--- config.mk ---
export PLATFORM = sky130hd
export DESIGN_NAME = mc_alu
export DESIGN_NICKNAME = d
export VERILOG_FILES = /design/src/rtl/alu_pkg.sv /design/src/rtl/alu_core.sv /design/src/rtl/mc_alu.sv
export SDC_FILE = /design/constraint.sdc
export NUM_CORES = 1
export LEC_CHECK = 0
export BUFFER_PORTS_ARGS = -buffer_cell sky130_fd_sc_hd__buf_2
export CORE_MARGIN = 2
export CORE_UTILIZATION = 30
export CTS_CLUSTER_SIZE = 28
export DETAILED_ROUTE_END_ITERATION = 16
export SYNTH_ARGS = -nofsm -noshare
export SYNTH_HDL_FRONTEND = slang
export SYNTH_SLANG_ARGS = --single-unit
--- constraint.sdc ---
create_clock -name clk -period 8.94 [get_ports clk]
set_clock_uncertainty 0.1 [all_clocks]
set_input_delay 0.894 -clock clk [delete_from_list [all_inputs] [get_ports clk]]
set_output_delay 0.894 -clock clk [all_outputs]
set_load 0.03 [all_outputs]
--- src/rtl/alu_pkg.sv ---
// Shared opcodes and FSM state encoding for the multi-cycle ALU.
package alu_pkg;

    localparam logic [3:0] OP_AND  = 4'b0000;
    localparam logic [3:0] OP_OR   = 4'b0001;
    localparam logic [3:0] OP_ADD  = 4'b0010;
    localparam logic [3:0] OP_SUB  = 4'b0110;
    localparam logic [3:0] OP_SLT  = 4'b0111;
    localparam logic [3:0] OP_NOR  = 4'b1100;
    localparam logic [3:0] OP_MULU = 4'b1000;
    localparam logic [3:0] OP_DIVU = 4'b1001;

    typedef enum logic [1:0] {
        S_IDLE = 2'd0,
        S_BUSY = 2'd1,
        S_DONE = 2'd2
    } state_e;

endpackage

--- src/rtl/alu_core.sv ---
// Combinational single-cycle ALU: AND/OR/ADD/SUB/SLT/NOR with zero/overflow/carry flags.
module alu_core
    import alu_pkg::*;
#(
    parameter int unsigned WIDTH = 32
) (
    input  logic [WIDTH-1:0] a,
    input  logic [WIDTH-1:0] b,
    input  logic [3:0]       alu_ctrl,
    output logic [WIDTH-1:0] y,
    output logic             zero,
    output logic             overflow,
    output logic             carry_out
);

    logic             sub;
    logic [WIDTH-1:0] b_eff;
    logic [WIDTH:0]   sum_full;
    logic             ovf;

    always_comb begin
        sub       = (alu_ctrl == OP_SUB) | (alu_ctrl == OP_SLT);
        b_eff     = sub ? ~b : b;
        sum_full  = {1'b0, a} + {1'b0, b_eff} + {{WIDTH{1'b0}}, sub};
        ovf       = (a[WIDTH-1] == b_eff[WIDTH-1]) & (sum_full[WIDTH-1] != a[WIDTH-1]);
        y         = '0;
        overflow  = 1'b0;
        carry_out = 1'b0;
        case (alu_ctrl)
            OP_AND: y = a & b;
            OP_OR:  y = a | b;
            OP_NOR: y = ~(a | b);
            OP_ADD, OP_SUB: begin
                y         = sum_full[WIDTH-1:0];
                overflow  = ovf;
                carry_out = sum_full[WIDTH];
            end
            // Sign of a-b corrected by overflow gives the true signed compare
            OP_SLT: y = {{(WIDTH-1){1'b0}}, sum_full[WIDTH-1] ^ ovf};
            default: y = '0;
        endcase
        zero = (y == '0);
    end

endmodule

--- src/rtl/mc_alu.sv ---
// Multi-cycle ALU with valid/ready handshakes and an iterative shift-add multiplier.
// Defining ALU_DIV_EN adds a restoring divider (DIVU) sharing the BUSY state and counter.
module mc_alu
    import alu_pkg::*;
#(
    parameter  int unsigned WIDTH = 32,
    localparam int unsigned CNT_W = $clog2(WIDTH) + 1
) (
    input  logic             clk,
    input  logic             rst,
    input  logic             in_valid,
    output logic             in_ready,
    input  logic [WIDTH-1:0] a,
    input  logic [WIDTH-1:0] b,
    input  logic [3:0]       alu_ctrl,
    output logic             out_valid,
    input  logic             out_ready,
    output logic [WIDTH-1:0] result,
    output logic [WIDTH-1:0] result_hi,
    output logic             zero,
    output logic             overflow,
    output logic             carry_out
);

    state_e             state_q, state_d;
    logic [2*WIDTH-1:0] acc_q, acc_d, acc_step;
    logic [WIDTH-1:0]   opnd_q, opnd_d;
    logic [CNT_W-1:0]   cnt_q, cnt_d;
    logic [WIDTH-1:0]   res_q, res_d, res_hi_q, res_hi_d;
    logic               zero_q, zero_d, ovf_q, ovf_d, carry_q, carry_d;

    logic [WIDTH-1:0]   core_y;
    logic               core_zero, core_ovf, core_carry;
    logic               transfer, is_mul, is_div;
    logic [WIDTH:0]     mul_sum;

    alu_core #(
        .WIDTH(WIDTH)
    ) u_core (
        .a        (a),
        .b        (b),
        .alu_ctrl (alu_ctrl),
        .y        (core_y),
        .zero     (core_zero),
        .overflow (core_ovf),
        .carry_out(core_carry)
    );

    assign is_mul = (alu_ctrl == OP_MULU);

`ifdef ALU_DIV_EN
    logic           div_q, div_d;
    logic [WIDTH:0] div_rs, div_diff;

    assign is_div = (alu_ctrl == OP_DIVU);
`else
    assign is_div = 1'b0;
`endif

    // acc holds {high/remainder, low/multiplier/quotient}
    always_comb begin
        mul_sum  = {1'b0, acc_q[2*WIDTH-1:WIDTH]} + (acc_q[0] ? {1'b0, opnd_q} : '0);
        acc_step = {mul_sum, acc_q[WIDTH-1:1]};
`ifdef ALU_DIV_EN
        div_rs   = {acc_q[2*WIDTH-1:WIDTH], acc_q[WIDTH-1]};
        div_diff = div_rs - {1'b0, opnd_q};
        if (div_q) begin
            // b == 0 never borrows, so quotient fills with ones and a shifts into remainder
            acc_step = div_diff[WIDTH] ? {div_rs[WIDTH-1:0], acc_q[WIDTH-2:0], 1'b0}
                                       : {div_diff[WIDTH-1:0], acc_q[WIDTH-2:0], 1'b1};
        end
`endif
    end

    always_comb begin
        state_d  = state_q;
        acc_d    = acc_q;
        opnd_d   = opnd_q;
        cnt_d    = cnt_q;
        res_d    = res_q;
        res_hi_d = res_hi_q;
        zero_d   = zero_q;
        ovf_d    = ovf_q;
        carry_d  = carry_q;
`ifdef ALU_DIV_EN
        div_d    = div_q;
`endif
        in_ready = ~rst & ((state_q == S_IDLE) | ((state_q == S_DONE) & out_ready));
        transfer = in_valid & in_ready;

        case (state_q)
            S_BUSY: begin
                acc_d = acc_step;
                cnt_d = cnt_q - CNT_W'(1);
                if (cnt_q == CNT_W'(1)) begin
                    state_d  = S_DONE;
                    res_d    = acc_step[WIDTH-1:0];
                    res_hi_d = acc_step[2*WIDTH-1:WIDTH];
                    zero_d   = (acc_step[WIDTH-1:0] == '0);
                    ovf_d    = 1'b0;
                    carry_d  = 1'b0;
                end
            end
            S_DONE: begin
                if (out_ready) state_d = S_IDLE;
            end
            S_IDLE: ;
            default: state_d = S_IDLE;
        endcase

        // A transfer in DONE overrides the drain-to-IDLE above
        if (transfer) begin
            if (is_mul | is_div) begin
                state_d = S_BUSY;
                cnt_d   = CNT_W'(WIDTH);
                opnd_d  = is_div ? b : a;
                acc_d   = {{WIDTH{1'b0}}, is_div ? a : b};
`ifdef ALU_DIV_EN
                div_d   = is_div;
`endif
            end else begin
                state_d  = S_DONE;
                res_d    = core_y;
                res_hi_d = '0;
                zero_d   = core_zero;
                ovf_d    = core_ovf;
                carry_d  = core_carry;
            end
        end
    end

    always_ff @(posedge clk or posedge rst) begin
        if (rst) begin
            state_q  <= S_IDLE;
            acc_q    <= '0;
            opnd_q   <= '0;
            cnt_q    <= '0;
            res_q    <= '0;
            res_hi_q <= '0;
            zero_q   <= 1'b0;
            ovf_q    <= 1'b0;
            carry_q  <= 1'b0;
        end else begin
            state_q  <= state_d;
            acc_q    <= acc_d;
            opnd_q   <= opnd_d;
            cnt_q    <= cnt_d;
            res_q    <= res_d;
            res_hi_q <= res_hi_d;
            zero_q   <= zero_d;
            ovf_q    <= ovf_d;
            carry_q  <= carry_d;
        end
    end

`ifdef ALU_DIV_EN
    always_ff @(posedge clk or posedge rst) begin
        if (rst) div_q <= 1'b0;
        else     div_q <= div_d;
    end
`endif

    assign out_valid = (state_q == S_DONE);
    assign result    = res_q;
    assign result_hi = res_hi_q;
    assign zero      = zero_q;
    assign overflow  = ovf_q;
    assign carry_out = carry_q;

endmodule

==> results.md <==
* Routed Wire Length at 39930 um
* Tmin final at 4.782 ns
* Power per cell area at 222.6 mW/mm2
* Post-synth top flop: dfrtp_1
* Tot Pwr at 0.003099 W
* Total GRT Usage at 0.1913
* Post-synth cell types at 74
* Mapped Area at 0.01213 mm2
* Status: finished clean
* Logic pwr share at 0.352
* Hold Path Class: flop to flop
* Vias in the first global route at 11160
* Wire length per cell at 18.71 um
* Max-Cap Viols at 0
* Top Family by Delay on Critical Path: simple AND/OR/NAND/NOR gates
* Clock power share at 0.267
* Cells after Synth at 1513
* Leak Pwr at 6.483 nW
* Post-synthesis async set-or-reset flop share at 1.000
* Sink Count at 171
* Post-synth EDFFs at 0
* Pre-CTS WS at 3.756 ns
* Critical path buffers and inverters at 3
* Psw at 0.001208 W
* Syn_nets at 1655
* Detailed-route DRC error count at 0
* Final ANT Viol Nets at 0
* Most numerous cell in the Yosys netlist: nand2_1
* Fin crit share at 0.5349
* Peak supply drop at 138.8 uV
* Crit Path Max Fanout at 32
* First-pass GRT wire length at 62790 um
* # placed instances at 2099
* Detailed Routing Iterations Pass 1 at 5
* Switching Fraction at 0.3896
* Worst slew pin tran at 1.103 ns
* TritonCTS clock tree: done
* Vias per inst at 5.346
* Max-slew headroom at 0.2637
* Final setup vio count at 0
* Clk_lat worst skew at 0.45 ns
* Area Overhead vs Synth at 14.82%
* Post-CTS Hold Fix Bufs at 0
* Synth Register Bits at 171
* Final Hold Fails at 0
* Remaining Overflow, GRT at 0
* Postcts setup bufs at 0
* Core area at 0.03982 mm2
* Layout Nets at 1735
* H-tree levels at 4
* Worst path max stage delay at 0.49 ns
* Worst Path Class, Setup: input pin to flop
* Final HPWL DP at 29090 um
* Total number of vias at 11410
* I/O pin total at 141
* Sequential share of the synthesized area at 0.3529
* Die area at 0.04205 mm2
* Top post-synthesis cells by count: 366 x nand2_1, 171 x dfrtp_1, 136 x a21oi_1, 91 x nor2_1, 77 x clkbuf_1
* Inserted Clock Buffers at 17
* Area leader, netlist: dfrtp_1
* Cell-internal power at 0.001892 W
* DIE WIDTH at 205.1 um
* Largest net degree at the start of global routing at 102
* Die Span Y at 205.1 um
* Warnings from Yosys at 0
* Average size of a mapped cell at 8.015 um2
* CP Data Required Time at 9.19 ns
* Clk slew on worst S/H paths at 0.08 ns
* Crit path max-delay cell type: nor4bb_1
* Worst setup margin at 4.158 ns
* Setup TNS at 0 ns
* Worst Setup Start Kind: input pin
* Initial antenna violation count at 3
* Slew Viols, Final at 0
* RSZ-0062 raised after global routing: no
* Initial Utilization at 0.3045
* Layout Cells excl Fill at 2134
* CP endpoint kind: flop
* CTS Buffer Depth at 2
* Fmax at 209.1 MHz
* FP Rows at 73
* Area fraction of the dominant cell type after synthesis at 0.3529
* Flop pwr share at 0.381
* Post-cts sizing count at 0
* Synth top area cells: dfrtp_1 35%, nand2_1 11%, ha_1 7.0%
* WP data arrival at 5.03 ns
* Post-Layout Inst Area at 0.01392 mm2
* Dpl cell area at 0.01328 mm2
* Global placer's final weighted congestion at 0.8872
* Root Buffer: clkbuf_16
* IO buf count at 140
* CP Cell Sequence: buf_2, nor2b_1, nand2_2, buf_4, xnor2_1, inv_1, fa_1, nor2b_1, o21a_1, nor3_1, or3b_2, nor4_1, nor4bb_1, nand4bb_1, nor4_1, nand4_1, o41ai_2
* 1st-iter DRT viols at 868
* Layout cells sized above 1 at 0.1351
-- cells in the final DEF, fill, tap and decap left out, types with 5 or more instances in the layout --
cell       instances
a21o_1            39
nor4_1            16
nand3_1           21
o211ai_1           5
a21oi_1          136
buf_4             13
inv_1             18
o21a_1            17
xnor2_1           59
maj3_1            31
nor2b_1            8
mux2i_1            6
o21ai_0           59
or3_1              5
dfrtp_1          171
nand2b_1          12
and2_1            34
nand3b_1           6
ha_1              68
and3_1            14
nand2_1          365
nor2_1            90
a221oi_1           5
nor3_1            36
buf_2            140
clkbuf_16         17
o31ai_1           12
a211oi_1          17
nand4_1           11
a31oi_1           56
xor2_1            23
-- final timing paths --
kind	startpoint	to	slack [ns]	cells after the start
setup / recovery	alu_ctrl[1]	zero$_DFF_PP0_	4.16	17
max in group asynchronous	rst	acc_q[48]$_DFF_PP0_	6.65	3
hold / removal	opnd_q[3]$_DFFE_PP0P_	opnd_q[3]$_DFFE_PP0P_	0.37	2
setup reg to reg	acc_q[0]$_DFF_PP0_	result_hi[29]$_DFF_PP0_	4.60	13
min in group asynchronous	rst	result_hi[1]$_DFF_PP0_	0.59	2
hold reg to reg	opnd_q[3]$_DFFE_PP0P_	opnd_q[3]$_DFFE_PP0P_	0.37	2
-- flip-flops by register name, indices dropped and copies added, names as in the netlist --
register   flops
acc_q         64
carry_out      1
cnt_q          6
opnd_q        32
overflow       1
result        32
result_hi     32
state_q        2
zero           1
-- area by class of cell --
cell class	instances	area [um2]
Antenna cell	3	7.507
Sequential cell	171	4279
Timing Repair Buffer	153	798.3
Inverter	19	76.32
Tap cell	525	656.9
Clock inverter	13	187.7
Clock buffer	19	452.9
Multi-Input combinational cell	1231	7465
Fill cell	4238	25900
-- layer usage --
layer	vias to the layer above	routed length [um]	track usage
li1	5495	-	-
met1	5500	18640	0.2633
met2	345	18270	0.3028
met3	68	1780	0.02879
met4	0	1238	0.07091
met5	-	0	0
-- cell families after synthesis --
kind of cell / count (synthesis) / share of synthesized area
fa+ha+maj: 101 / 0.09905
simple gates: 646 / 0.2374
compound gates: 394 / 0.2092
xor+xnor: 82 / 0.05922
mux: 8 / 0.006810
flops: 171 / 0.3529
buf+inv: 111 / 0.03539
-- power groups by stage --
stage / Combinational [W] / Clock (W) / Sequential (W)
finish: 0.00109 / 0.000827 / 0.00118
global route: 0.00122 / 0.000874 / 0.00121
CTS: 0.00109 / 0.000844 / 0.00118
detailed placement: 0.00108 / 0 / 0.00119
global placement: 0.00107 / 0 / 0.00119
floorplan: 0.000731 / 0 / 0.00120
-- per-stage QoR --
stage	utilization	hold slack, ns
6_report	0.3496	0.3651
5_1_grt	0.3496	0.3889
4_1_cts	0.3494	0.3726
3_5_place_dp	0.3334	0.3556
3_3_place_gp	0.3334	0.3508
2_1_floorplan	-	0.3374
-- worst min-delay path: stages, from the launching register on --
cell and delay (ns):
dfrtp_1 0.34, nand2_1 0.05, nand2_1 0.05
No activity file was read; power rests on OpenSTA's default activity.
